## src/rtl/uart_tx_if.sv

```systemverilog
// Producer-side handshake and serial-line signals for the UART transmitter.
interface uart_tx_if #(
  parameter int DATA_WIDTH = 8
);
  logic [DATA_WIDTH-1:0] p_data;
  logic                  data_valid;
  logic                  par_en;
  logic                  par_typ;
  logic                  tx_out;
  logic                  busy;

  modport master (
    output p_data, data_valid, par_en, par_typ,
    input  tx_out, busy
  );

  modport slave (
    input  p_data, data_valid, par_en, par_typ,
    output tx_out, busy
  );
endinterface

```

## src/rtl/uart_tx.sv

```systemverilog
// UART transmitter: one bit per i_clk, frame = start, data LSB first,
// optional parity, stop. TX/BUSY are registered and reflect the state
// being entered, so the start bit appears on the edge that accepts the word.
//
// state  | meaning
// IDLE   | line high, not busy, waiting for data_valid
// START  | driving the start bit (0)
// DATA   | driving latched data bit r_cnt
// PARITY | driving the precomputed parity bit
// STOP   | driving the stop bit (1)
module uart_tx #(
  parameter int DATA_WIDTH = 8
) (
  input  logic      i_clk,
  input  logic      i_rst_n,
  uart_tx_if.slave  bus
);

  localparam int CW = (DATA_WIDTH > 1) ? $clog2(DATA_WIDTH) : 1;
  localparam logic [CW-1:0] LAST_BIT = CW'(DATA_WIDTH - 1);

  typedef enum logic [2:0] {
    S_IDLE   = 3'd0,
    S_START  = 3'd1,
    S_DATA   = 3'd2,
    S_PARITY = 3'd3,
    S_STOP   = 3'd4
  } state_t;

  state_t                r_state;
  state_t                w_state_nxt;
  logic [CW-1:0]         r_cnt;
  logic [CW-1:0]         w_cnt_nxt;
  logic [DATA_WIDTH-1:0] r_data;
  logic                  r_par_en;
  logic                  r_par_bit;
  logic                  r_tx;
  logic                  r_busy;
  logic                  w_tx_nxt;
  logic                  w_busy_nxt;

  // State, counter, latched frame configuration and registered outputs.
  always_ff @(posedge i_clk) begin
    if (!i_rst_n) begin
      r_state   <= S_IDLE;
      r_cnt     <= '0;
      r_data    <= '0;
      r_par_en  <= 1'b0;
      r_par_bit <= 1'b0;
      r_tx      <= 1'b1;
      r_busy    <= 1'b0;
    end else begin
      r_state <= w_state_nxt;
      r_cnt   <= w_cnt_nxt;
      r_tx    <= w_tx_nxt;
      r_busy  <= w_busy_nxt;
      if (r_state == S_IDLE && bus.data_valid) begin
        r_data    <= bus.p_data;
        r_par_en  <= bus.par_en;
        r_par_bit <= (^bus.p_data) ^ bus.par_typ;
      end
    end
  end

  // Next-state and bit-counter sequencing.
  always_comb begin
    w_state_nxt = r_state;
    w_cnt_nxt   = r_cnt;
    unique case (r_state)
      S_IDLE:   if (bus.data_valid) w_state_nxt = S_START;
      S_START: begin
        w_state_nxt = S_DATA;
        w_cnt_nxt   = '0;
      end
      S_DATA: begin
        if (r_cnt == LAST_BIT) begin
          w_state_nxt = r_par_en ? S_PARITY : S_STOP;
        end else begin
          w_cnt_nxt = r_cnt + 1'b1;
        end
      end
      S_PARITY: w_state_nxt = S_STOP;
      S_STOP:   w_state_nxt = S_IDLE;
      default:  w_state_nxt = S_IDLE;
    endcase
  end

  // Line level and busy for the state being entered on this edge.
  always_comb begin
    w_tx_nxt   = 1'b1;
    w_busy_nxt = 1'b1;
    unique case (w_state_nxt)
      S_IDLE:   w_busy_nxt = 1'b0;
      S_START:  w_tx_nxt   = 1'b0;
      S_DATA:   w_tx_nxt   = r_data[w_cnt_nxt];
      S_PARITY: w_tx_nxt   = r_par_bit;
      default:  w_tx_nxt   = 1'b1;
    endcase
  end

  assign bus.tx_out = r_tx;
  assign bus.busy   = r_busy;

endmodule

```

## src/flat_wrapper.sv

```systemverilog
// flat-port wrapper written by rule: the top's interface ports become plain ports
module uart_tx_flat 
#(
  parameter int DATA_WIDTH = 8
)
  (i_clk, i_rst_n, bus_p_data, bus_data_valid, bus_par_en, bus_par_typ, bus_tx_out, bus_busy);
  uart_tx_if #(.DATA_WIDTH(DATA_WIDTH)) bus_i ();
  input  logic i_clk;
  input  logic i_rst_n;
  input wire logic [$bits(bus_i.p_data)-1:0] bus_p_data;
  input wire logic [$bits(bus_i.data_valid)-1:0] bus_data_valid;
  input wire logic [$bits(bus_i.par_en)-1:0] bus_par_en;
  input wire logic [$bits(bus_i.par_typ)-1:0] bus_par_typ;
  output wire logic [$bits(bus_i.tx_out)-1:0] bus_tx_out;
  output wire logic [$bits(bus_i.busy)-1:0] bus_busy;
  assign bus_i.p_data = bus_p_data;
  assign bus_i.data_valid = bus_data_valid;
  assign bus_i.par_en = bus_par_en;
  assign bus_i.par_typ = bus_par_typ;
  assign bus_tx_out = bus_i.tx_out;
  assign bus_busy = bus_i.busy;
  uart_tx #(.DATA_WIDTH(DATA_WIDTH)) u_core (.i_clk(i_clk), .i_rst_n(i_rst_n), .bus(bus_i));
endmodule
```

## config.mk

```make
export PLATFORM = sky130hd
export DESIGN_NAME = uart_tx_flat
export DESIGN_NICKNAME = d
export VERILOG_FILES = /design/src/rtl/uart_tx_if.sv /design/src/rtl/uart_tx.sv /design/src/flat_wrapper.sv
export SDC_FILE = /design/constraint.sdc
export NUM_CORES = 1
export LEC_CHECK = 0
export BUFFER_PORTS_ARGS = -buffer_cell sky130_fd_sc_hd__buf_2
export CORE_MARGIN = 2
export CORE_UTILIZATION = 58
export DETAILED_ROUTE_END_ITERATION = 7
export GPL_TIMING_DRIVEN = 0
export PLACE_DENSITY = 0.81
export RECOVER_POWER = 100
export SYNTH_ARGS = -nofsm -noshare
export SYNTH_HDL_FRONTEND = slang
export SYNTH_SLANG_ARGS = --single-unit
```

## constraint.sdc

```tcl
create_clock -name i_clk -period 3.45 [get_ports i_clk]
set_input_delay 0.345 -clock i_clk [delete_from_list [all_inputs] [get_ports i_clk]]
set_output_delay 0.345 -clock i_clk [all_outputs]
set_load 0.005 [all_outputs]
```

==> run summary, run 1 <==
Ys async rst share = 0
Global-route wire length before repair = 3.27 mm
Synth Register Bits = 18
Clock transition at path regs = 110 ps
Fin Setup TNS = 0 ps
CTS tree = built
Vias = 845
Tcrit/Tclk final = 0.660
FMAX = 439 MHz
Nets = 145
Ys flop type = dfxtp_1
DR DRC count = 0
Sink Count = 18
Status = completed
Drt first pass iters = 4
Gr ovfl total = 0
HP Class = input pin to flop
Final RePlAce weighted congestion = 0.853
DP HPWL = 1.36 mm
Initial antenna violation count = 0
Setup Skew = 2.04 ps
Fillers = 130
Type of the worst setup path = flop to flop
Post-route ant nets = 0
Sw Share = 0.271
Synth top area cells = dfxtp_1, nand2_1, a21boi_0
Final Setup Violations = 0
RSZ-0062 raised after global routing = false
Power per cell area = 422 mW/mm^2
Top-count cell post-synth = nand2_1
Initial Utilization = 0.623
CTS Hold Bufs = 0
Critical Path Fanout Max = 7
Horiz. Die Dim = 44.2 um
Final hold vios = 0
Vias per inst = 5.79
Crit path DAT = 2460 ps
Syn Inst Count = 112
Iter 0 DRT Violations = 15
Combinational power share = 0.178
ANT cells = 0
Sequential fraction of the synthesis area = 0.384
IR Drop Worst-Case VDD = 0.000282 V
Max-cap viol count = 0
GRT Total Usage = 0.226
Ys Warns = 0
Internal power = 0.000323 W
Core area = 0.00151 mm^2
Leak = 0.416 nW
Design area = 0.00105 mm^2
Final min period = 2280 ps
Dpl ws = 1280 ps
Synth top area share = 0.384
Mapped Area = 938 um^2
Slew Viols, Final = 0
Num ports = 15
Worst setup EP type = flop
Post-DR wirelength/cell = 13.2 um
Max-slew headroom = 0.302
Inserted Clock Buffers = 3
Share of cells above drive strength 1 = 0.169
Port Buffers = 14
Placed cells = 142
Avg Inst Size Synth = 8.38 um^2
Critical Path Source Type = flop
Commonest cells post-synth = nand2_1, dfxtp_1, a21boi_0, a21oi_1
Row count = 14
Area Growth Syn to Fin = 11.7%
Post-CTS sizing = 0
Clock Path Buffers = 2
Share of power burned in registers = 0.522
Die ar. = 0.00196 mm^2
Clk pwr share = 0.300
Yosys cell types = 31
Number of synthesized flops with an enable pin = 0
CP required = 3630 ps
Largest net degree at the start of global routing = 11
Vias in the first global route = 784
Clock latency on the worst-skew pair = 300 ps
Die H = 44.2 um
Post-route worst setup slack = 1170 ps
Placement Cell Area = 0.00103 mm^2
WL final = 1.93 mm
H-tree levels = 1
P_sw = 0.000120 W
Setup bufs post-CTS = 0
Root Buffer = clkbuf_4
Synth area leader = dfxtp_1
Worst-margin pin slew = 1040 ps
Non-Filler Instances = 146
Syn Nets = 126
-- power by group through the flow --
| stage | clock [W] | sequential [W] | combinational, W |
|---|---|---|---|
| CTS | 0.000132 | 0.000231 | 0.0000807 |
| floorplan | 0 | 0.000233 | 0.0000565 |
| detailed placement | 0 | 0.000235 | 0.0000797 |
| global placement | 0 | 0.000235 | 0.0000781 |
| finish | 0.000133 | 0.000231 | 0.0000787 |
| global route | 0.000143 | 0.000232 | 0.0000888 |
-- final cells by class --
type	count	area (um^2)	area share
clock buffers	4	36.3	0.0346
well taps	16	20.0	0.0191
inverters	3	11.3	0.0107
plain buffers	3	22.5	0.0215
multi-input cells	88	528	0.504
flip-flops and latches	18	360	0.344
repair buffers	14	70.1	0.0668
-- kinds of logic after synthesis --
logic type      count (synthesis)  synth area share
compound gates                 29             0.205
xor+xnor                        9            0.0840
fa+ha+maj                       1            0.0133
buf+inv                         6            0.0360
flops                          18             0.384
mux                             4            0.0507
simple gates                   45             0.227
-- cells in the final DEF (no fill, tap or decap), types with 2 or more instances in the layout --
| master | instances |
|---|---|
| dfxtp_1 | 18 |
| nand3_1 | 5 |
| mux2_2 | 2 |
| a21boi_0 | 9 |
| inv_1 | 2 |
| xnor2_1 | 7 |
| a21oi_1 | 8 |
| nand2_1 | 23 |
| clkbuf_4 | 3 |
| o21ai_0 | 7 |
| and2_0 | 3 |
| nand4_1 | 2 |
| buf_2 | 14 |
| xor2_1 | 2 |
| nor2_1 | 5 |
-- path summary, 6_finish.rpt --
kind / startpoint / end / slack [ps] / depth (start not counted)
setup / recovery: u_core.r_cnt[0]$_SDFF_PN0_ / u_core.bus.tx_out$_SDFF_PN1_ / 1170 / 7
hold / removal: bus_par_en / u_core.r_par_en$_SDFFE_PN0P_ / 280 / 3
setup reg to reg: u_core.r_cnt[0]$_SDFF_PN0_ / u_core.bus.tx_out$_SDFF_PN1_ / 1170 / 7
hold reg to reg: u_core.r_data[7]$_SDFFE_PN0P_ / u_core.r_data[7]$_SDFFE_PN0P_ / 470 / 2
-- worst max-delay path, cell delays in order (launching register included) --
cell and delay (ps):
dfxtp_1 480, ha_1 290, nand2_1 120, a32o_1 260, a21o_1 230, mux2_1 350
a311oi_1 280, nand4_1 140
-- sequential cells by signal, indices dropped and copies added, names as in the netlist --
register,flops
u_core.bus.busy,1
u_core.bus.tx_out,1
u_core.r_cnt,3
u_core.r_state,3
u_core.r_par_bit,1
u_core.r_data,8
u_core.r_par_en,1
-- layer usage --
metal | GRT usage | routed length (um) | up-vias
met5 | 0 | 0 | -
met4 | 0.109 | 43 | 0
met3 | 0.0367 | 87 | 6
met2 | 0.397 | 928 | 27
met1 | 0.267 | 871 | 385
li1 | - | - | 427
-- metrics by stage --
| stage | utilization | hold slack (ps) | total power, W |
|---|---|---|---|
| after floorplan | - | 438 | 0.000290 |
| after global placement | 0.683 | 448 | 0.000313 |
| after detailed placement | 0.683 | 457 | 0.000315 |
| after CTS | 0.707 | 293 | 0.000444 |
| after global routing | 0.696 | 284 | 0.000464 |
| final | 0.696 | 283 | 0.000442 |
Note: power is estimated with default switching activity, not from simulation.
==> inputs of run 2 (changes only) <==
--- a/config.mk
+++ b/config.mk
@@ -7,10 +7,10 @@
 export LEC_CHECK = 0
 export BUFFER_PORTS_ARGS = -buffer_cell sky130_fd_sc_hd__buf_2
 export CORE_MARGIN = 2
-export CORE_UTILIZATION = 58
+export CORE_UTILIZATION = 48
 export DETAILED_ROUTE_END_ITERATION = 7
 export GPL_TIMING_DRIVEN = 0
-export PLACE_DENSITY = 0.81
+export PLACE_DENSITY = 0.72
 export RECOVER_POWER = 100
 export SYNTH_ARGS = -nofsm -noshare
 export SYNTH_HDL_FRONTEND = slang
==> constraint.sdc (replaced) <==
create_clock -name i_clk -period 2 [get_ports i_clk]
set_input_delay 0.2 -clock i_clk [delete_from_list [all_inputs] [get_ports i_clk]]
set_output_delay 0.2 -clock i_clk [all_outputs]
set_load 0.005 [all_outputs]
==> run summary, run 2 (synthesis results as in run 1) <==
H-tree levels = 1 (unchanged)
Critical Path Source Type = flop
Inserted Clock Buffers = 3 (unchanged)
Worst-margin pin slew = 619 ps (-420 ps)
GRT Total Usage = 0.187 (-0.0393)
DR DRC count = 0 (unchanged)
Commonest non-fill, non-tap cells in the layout = nand2_1, dfxtp_1, buf_2
Power per cell area = 679 mW/mm^2 (+61%)
Root Buffer = clkbuf_4
Drt first pass iters = 4 (unchanged)
WL final = 1.83 mm (-5.3%)
Share of cells above drive strength 1 = 0.235 (+0.0656)
Vias = 810 (-4.1%)
Top flop regs = u_core.r_data (8), u_core.r_cnt (3), u_core.r_state (3)
Most flops, register = u_core.r_data
Die H = 48.2 um (+9.0%)
Slew Viols, Final = 0 (unchanged)
Critical path's slowest cell = dfxtp_4
Fin Setup TNS = 0 ps (unchanged)
Final min period = 1900 ps (-383 ps)
Crit path max-delay family = compound AO/OA/AOI/OAI gates
Max reg flops = 8 (unchanged)
DP HPWL = 1.34 mm (-2.1%)
Final RePlAce weighted congestion = 0.814 (-4.5%)
Leak = 0.426 nW (+2.4%)
Sink Count = 18 (unchanged)
Horiz. Die Dim = 48.2 um (+9.0%)
Row count = 15 (+1)
Post-route ant nets = 0 (unchanged)
Initial antenna violation count = 0 (unchanged)
CTS Hold Bufs = 0 (unchanged)
FMAX = 528 MHz (+20%)
Most common cell after layout, fill and taps aside = nand2_1
ANT cells = 0 (unchanged)
Fillers = 178 (+37%)
Max-slew headroom = 0.585 (+0.283)
RSZ-0062 raised after global routing = false
Final hold vios = 0 (unchanged)
Nets = 147 (+1.4%)
Setup Skew = 1.31 ps (-0.733 ps)
Design area = 0.00112 mm^2 (+6.8%)
Core area = 0.00178 mm^2 (+18%)
Iter 0 DRT Violations = 23 (+8)
Max-cap viol count = 0 (unchanged)
Worst setup EP type = flop
Vias per inst = 5.16 (-11%)
CTS tree = built
HP Class = input pin to flop
IR Drop Worst-Case VDD = 0.000479 V (+70%)
Critical Path Fanout Max = 5 (-2)
Type of the worst setup path = flop to flop
Status = completed
Worst path cell trace = ha_4 > nand2_2 > a32o_1 > a21o_4 > mux2_4 > a311oi_1 > nand4_1
Area Growth Syn to Fin = 19.3%
Post-DR wirelength/cell = 11.6 um (-12%)
Clock latency on the worst-skew pair = 290 ps (about the same)
Tcrit/Tclk final = 0.948 (+0.287)
Vias in the first global route = 699 (-11%)
Initial Utilization = 0.526 (-0.0966)
CP required = 2170 ps (-1460 ps)
Clock Path Buffers = 2 (unchanged)
Final Setup Violations = 0 (unchanged)
Largest net degree at the start of global routing = 11 (unchanged)
Port Buffers = 14 (unchanged)
Gr ovfl total = 0 (unchanged)
Die ar. = 0.00232 mm^2 (+19%)
CP bufs+invs = 0 (unchanged)
Global-route wire length before repair = 3.02 mm (-7.6%)
Clock transition at path regs = 100 ps (about the same)
Placement Cell Area = 0.00104 mm^2 (+1.1%)
Crit-path max cell delay = 380 ps (-100 ps)
Num ports = 15 (unchanged)
Crit path DAT = 2070 ps (-390 ps)
==> run 2: tightest hold or removal path, cell delays in order <==
cell	delay, ps
buf_2	90
nand2_1	40
a21boi_0	60
==> run 2: area by class of cell <==
| cell class | instances | area, um^2 | area share |
|---|---|---|---|
| Multi-Input combinational cell | 88 | 568 | 0.507 |
| Sequential cell | 18 | 368 | 0.328 |
| Timing Repair Buffer | 16 | 82.6 | 0.0737 |
| Clock buffer | 4 | 36.3 | 0.0324 |
| Tap cell | 25 | 31.3 | 0.0279 |
| Buffer | 3 | 22.5 | 0.0201 |
| Inverter | 3 | 11.3 | 0.0101 |
==> run 2: final timing paths <==
path,end,start,cells after the start,slack [ps]
worst max-delay path,u_core.bus.tx_out$_SDFF_PN1_,u_core.r_cnt[0]$_SDFF_PN0_,7,100
worst min-delay path,u_core.r_par_en$_SDFFE_PN0P_,bus_par_en,3,150
worst max register to register,u_core.bus.tx_out$_SDFF_PN1_,u_core.r_cnt[0]$_SDFF_PN0_,7,100
worst min register to register,u_core.r_data[1]$_SDFFE_PN0P_,u_core.r_data[1]$_SDFFE_PN0P_,2,470
==> run 2: metrics by stage <==
stage	instances	power [W]	util	hold slack, ps	setup WS, ps
global route	157	0.000806	0.628	154	16.8
finish	157	0.000760	0.628	150	105
floorplan	112	0.000500	-	340	65.1
CTS	155	0.000769	0.613	145	14.2
global placement	151	0.000539	0.583	451	-140
detailed placement	151	0.000543	0.583	456	-152
==> run 2: report_power, final <==
group / internal, W / total (W) / switching (W)
sequential: 0.000382 / 0.000396 / 0.0000139
clock: 0.000111 / 0.000222 / 0.000111
combinational: 0.0000672 / 0.000142 / 0.0000751
==> run 2: routing by layer <==
layer / vias up / share of wire / track usage
met5: - / 0 / 0
met4: 0 / 0.012 / 0.0811
met3: 4 / 0.034 / 0.0222
met2: 23 / 0.48 / 0.308
met1: 355 / 0.47 / 0.245
li1: 428 / - / -
==> run 2: timing repair <==
| action | 4_1_cts | 5_1_grt |
|---|---|---|
| gates resized for setup | 4 | 5 |
| endpoints found under the hold margin | 0 | 0 |
| buffers inserted | 0 | 2 |
| endpoints found under the setup margin | 1 | 1 |
